File: src/rtl/multu_seq.sv
// multu_seq: radix-2 shift-add unsigned multiplier for the EX stage.
// Owns the HI/LO registers, serves mfhi/mflo reads, and stalls the pipeline
// while a product is in flight.
//
// Handshake: a multiply is accepted on any rising edge where Multu=1 and the
// sequencer is IDLE. Outside IDLE, any multu or mfhi/mflo request raises
// stall combinationally. The requester must hold the request until stall
// falls. There is no separate ready signal: !stall means "accepted/served".
module multu_seq #(
    parameter int WIDTH = 32
) (
    input  logic             clk,
    input  logic             rst,
    input  logic             Multu,
    input  logic [1:0]       sel,
    input  logic [WIDTH-1:0] opA,
    input  logic [WIDTH-1:0] opB,
    output logic             stall,
    output logic             busy,
    output logic             done,
    output logic [WIDTH-1:0] hi,
    output logic [WIDTH-1:0] lo,
    output logic [WIDTH-1:0] hilo_rdata,
    output logic [1:0]       dbg_state
);

    localparam int CW = $clog2(WIDTH) + 1;

    typedef enum logic [1:0] {
        IDLE = 2'd0,
        RUN  = 2'd1,
        DONE = 2'd2
    } state_t;

    state_t             state_q, state_d;
    logic [WIDTH-1:0]   mcand_q, mcand_d;
    logic [2*WIDTH-1:0] acc_q, acc_d;
    logic [CW-1:0]      cnt_q, cnt_d;
    logic [WIDTH-1:0]   hi_q, hi_d;
    logic [WIDTH-1:0]   lo_q, lo_d;
    logic [WIDTH:0]     sum;
    logic               read_req;

    // Register update; reset abandons any product in flight.
    always_ff @(posedge clk or negedge rst) begin
        if (!rst) begin
            state_q <= IDLE;
            mcand_q <= '0;
            acc_q   <= '0;
            cnt_q   <= '0;
            hi_q    <= '0;
            lo_q    <= '0;
        end else begin
            state_q <= state_d;
            mcand_q <= mcand_d;
            acc_q   <= acc_d;
            cnt_q   <= cnt_d;
            hi_q    <= hi_d;
            lo_q    <= lo_d;
        end
    end

    // Next-state and datapath: one shift-add step per RUN cycle.
    always_comb begin
        state_d = state_q;
        mcand_d = mcand_q;
        acc_d   = acc_q;
        cnt_d   = cnt_q;
        hi_d    = hi_q;
        lo_d    = lo_q;
        // The carry out of the partial sum lands in the accumulator MSB.
        sum     = {1'b0, acc_q[2*WIDTH-1:WIDTH]} + (acc_q[0] ? {1'b0, mcand_q} : '0);
        case (state_q)
            IDLE: begin
                if (Multu) begin
                    mcand_d = opA;
                    acc_d   = {{WIDTH{1'b0}}, opB};
                    cnt_d   = '0;
                    state_d = RUN;
                end
            end
            RUN: begin
                acc_d = {sum, acc_q[WIDTH-1:1]};
                cnt_d = cnt_q + 1'b1;
                if (cnt_q == CW'(WIDTH - 1)) begin
                    state_d = DONE;
                end
            end
            DONE: begin
                hi_d    = acc_q[2*WIDTH-1:WIDTH];
                lo_d    = acc_q[WIDTH-1:0];
                state_d = IDLE;
            end
            default: begin
                state_d = IDLE;
            end
        endcase
    end

    // HI/LO read port and pipeline stall, both without a register stage.
    always_comb begin
        read_req = (sel == 2'b01) || (sel == 2'b10);
        stall    = (state_q != IDLE) && (Multu || read_req);
        case (sel)
            2'b01:   hilo_rdata = hi_q;
            2'b10:   hilo_rdata = lo_q;
            default: hilo_rdata = '0;
        endcase
    end

    assign busy      = (state_q != IDLE);
    assign done      = (state_q == DONE);
    assign hi        = hi_q;
    assign lo        = lo_q;
    assign dbg_state = state_q;

endmodule

File: config.mk
export PLATFORM = sky130hd
export DESIGN_NAME = multu_seq
export DESIGN_NICKNAME = d
export VERILOG_FILES = /design/src/rtl/multu_seq.sv
export SDC_FILE = /design/constraint.sdc
export NUM_CORES = 1
export LEC_CHECK = 0
export BUFFER_PORTS_ARGS = -buffer_cell sky130_fd_sc_hd__buf_2
export CORE_MARGIN = 4
export CORE_UTILIZATION = 40
export DETAILED_ROUTE_END_ITERATION = 12
export PLACE_DENSITY = 0.71
export SYNTH_ARGS = -nofsm -noshare
export SYNTH_HDL_FRONTEND = slang
export SYNTH_SLANG_ARGS = --single-unit
export TNS_END_PERCENT = 5
File: constraint.sdc
create_clock -name clk -period 6.8 [get_ports clk]
set_input_delay 0.34 -clock clk [delete_from_list [all_inputs] [get_ports clk]]
set_output_delay 0.34 -clock clk [all_outputs]
set_load 0.02 [all_outputs]
==> impl_metrics.yaml <==
timing:
  fmax_mhz: 292
  finalHoldViolations: 0
  setup_viol: 0
  tightest_slew_ns: 1.26
  period_share: 0.503
  max-slew-margin-rel: 0.160
  fin_tns_setup_ns: 0
  rsz0062_at_grt: "no"
  skew_ns: 0.00598
  report.final.slew_viol_count: 0
  period_minus_slack_ns: 3.42
floorplanning:
  initial_core_util: 0.408
  row_count: 54
  num_io_pins: 170
  core_area_mm2: 0.0219
  die-area_mm2: 0.0248
  die_h_um: 157
  die_x_um: 157
drt:
  drtAntennaViolNets: 0
  first_iter_violations: 548
  via_per_inst: 5.44
  routedWlPerCell_um: 17.2
  drc: 0
  routed_wl_mm: 23.7
  via_count: 7499
  firstDrtPassIters: 5
synthesis:
  synth.area.top_cells: "dfrtp_1, mux2_2, nand2_1"
  synth_seq_cells: 168
  synth_area_per_cell_um2: 9.44
  synth_edf_count: 0
  synth.most_common_cell: "nand2_1"
  synthCells: 946
  synth_top_area_frac: 0.471
  ys_types: 57
  synth_area_mm2: 0.00893
  post-synth-top-area-cell: "dfrtp_1"
  yosysWarnings: 0
  synth_commonest_cells: "nand2_1, dfrtp_1, o21ai_0"
  syn_nets: 1051
  synth-seq-area-share: 0.471
  synthFlopType: "dfrtp_1"
  synthArstFlopShare: 1.00
place:
  dp_hpwl_mm: 17.2
  dp.cells: 1346
  placed_cell_area_mm2: 0.0100
  gp_congestion: 0.918
  io_buffers: 169
clock_tree:
  cts_buffer_depth: 2
  cts_tree: "yes"
  clk_pin_slew_worst_paths_ns: 0.07
  cts_buffers: 17
  insertion_delay_ns: 0.42
  ctsResizeCount: 0
  h-tree-depth: 4
  ctsHoldBuffers: 0
  cts_sinks: 168
  post_cts_buffers: 0
  cts-root-buf: "clkbuf_16"
setup_path:
  critical_path_class: "flip-flop to flip-flop"
  r2r_slack_ns: 3.38
  cp_max_fo: 34
  reg2reg_depth: 10
  critPathLaunchType: "flip-flop"
  worstReg2RegStart: "acc_q[0]$_DFFE_PN0P_"
  rr_endpoint: "acc_q[54]$_DFFE_PN0P_"
  worstSetupEndpointType: "flip-flop"
  crit_required_ns: 7.11
  worst_ep_arrival_time_ns: 3.73
global_route:
  antenna_found_initial: 0
  grt_pass1_wl_mm: 37.9
  overflow: 0
  grt_pass1_vias: 7163
  grt_use_met1: 0.273
  grt_use_met2: 0.303
  grt_usage: 0.191
  gr-usage-met3: 0.0324
  busiest_layer: "met2"
  grt_start_max_net_pins: 109
final_layout:
  design_area_mm2: 0.0106
  multi_input_area_mm2: 0.00449
  seqCellArea_mm2: 0.00421
  final_cells: 1378
  nets: 1190
  drive_gt1_frac: 0.263
  diodes: 0
  areaGrowthSynthToFinish_pct: 18.8
  fillers: 2014
job:
  cap_violations: 0
power:
  p_sw_frac: 0.407
  internal-power_uw: 2740
  p_leak_uw: 0.00482
  powerDensity_mw_per_mm2: 436
  pwr-share-clk: 0.215
  pwr-share-comb: 0.389
  ir_worst_vdd_v: 0.000193
  seq_power_share: 0.396
  power_switching_uw: 1880
  totalPowerFinal_uw: 4620
status:
  status: "finished, final reports clean"
min_path:
  hold_path.class: "input pin to asynchronous set/reset pin"
-- placed cells by master (no fill, tap or decap), drive strengths merged, types with 5 or more instances in the layout --
cell type and n:
dfrtp 168, mux2 64, nand2b 5, xor2 16
buf 177, nand3 10, ha 35, a22oi 32
nor3b 32, clkinvlp 5, a31oi 6, clkbuf 18
nand2 188, and2 32, o21ai 90, a21o 7
nand4 6, nor2 49, a21oi 71, inv 13
xnor2 14
-- cell type report --
| cell class | instances | share of cell area |
|---|---|---|
| multi-input cells | 710 | 0.423 |
| clock buffers | 18 | 0.0414 |
| repair buffers | 177 | 0.0860 |
| clock inverters | 14 | 0.0163 |
| well taps | 280 | 0.0330 |
| flip-flops and latches | 168 | 0.396 |
| inverters | 11 | 0.00389 |
-- state kept, by name (all words and copies together), names as in the netlist --
| register | cells |
|---|---|
| acc_q | 64 |
| dbg_state | 2 |
| mcand_q | 32 |
| hi | 32 |
| lo | 32 |
| cnt_q | 6 |
-- worst max-delay path by stage --
stage                    startpoint               endpoint  slack [ns]  depth (start not counted)
2_1_floorplan  acc_q[0]$_DFFE_PN0P_  acc_q[47]$_DFFE_PN0P_        4.17                         13
3_3_place_gp   acc_q[0]$_DFFE_PN0P_  acc_q[62]$_DFFE_PN0P_        3.54                         10
3_5_place_dp   acc_q[0]$_DFFE_PN0P_  acc_q[61]$_DFFE_PN0P_        3.48                         12
4_1_cts        acc_q[0]$_DFFE_PN0P_  acc_q[62]$_DFFE_PN0P_        3.40                         10
5_1_grt        acc_q[0]$_DFFE_PN0P_  acc_q[54]$_DFFE_PN0P_        3.05                          9
6_report       acc_q[0]$_DFFE_PN0P_  acc_q[54]$_DFFE_PN0P_        3.38                         10
-- critical path: stages, from the launching register on --
cell	delay (ns)
dfrtp_1	0.90
and2_1	0.24
ha_1	0.30
nand2_1	0.18
nor2_1	0.07
a211o_1	0.27
a31o_2	0.25
o22ai_1	0.50
o21ai_0	0.20
xnor2_1	0.15
o21ai_0	0.23
-- cell families after synthesis --
logic type | count (synthesis) | synth area share
AOI/OAI and AO/OA | 242 | 0.164
xor gates and xnor gates | 30 | 0.0294
adders and majority gates | 36 | 0.0513
buffers and inverters | 68 | 0.0293
DFF | 168 | 0.471
muxes | 64 | 0.0807
and+or+nand+nor | 338 | 0.175
-- per-stage QoR --
stage / worst slack (ns) / hold WS [ns] / util
global placement: 3.54 / 0.452 / 0.457
finish: 3.38 / 0.0494 / 0.485
CTS: 3.40 / 0.0797 / 0.485
floorplan: 4.17 / 0.0444 / -
global route: 3.05 / 0.103 / 0.485
detailed placement: 3.48 / 0.459 / 0.457
-- layer usage --
| metal | up-vias | wire [um] | part of all wire |
|---|---|---|---|
| met5 | - | 0 | 0 |
| met4 | 0 | 239 | 0.010 |
| met2 | 269 | 10900 | 0.46 |
| met1 | 3613 | 11000 | 0.46 |
| met3 | 20 | 1590 | 0.067 |
| li1 | 3597 | - | - |
-- power by group through the flow --
| stage | Combinational, uW | Sequential (uW) | Clock (uW) |
|---|---|---|---|
| after detailed placement | 1790 | 1850 | 0 |
| after CTS | 1810 | 1830 | 1010 |
| after global routing | 1980 | 1890 | 1050 |
| after global placement | 1760 | 1830 | 0 |
| after floorplan | 1060 | 1910 | 0 |
| final | 1800 | 1830 | 991 |
Note: power is estimated with default switching activity, not from simulation.
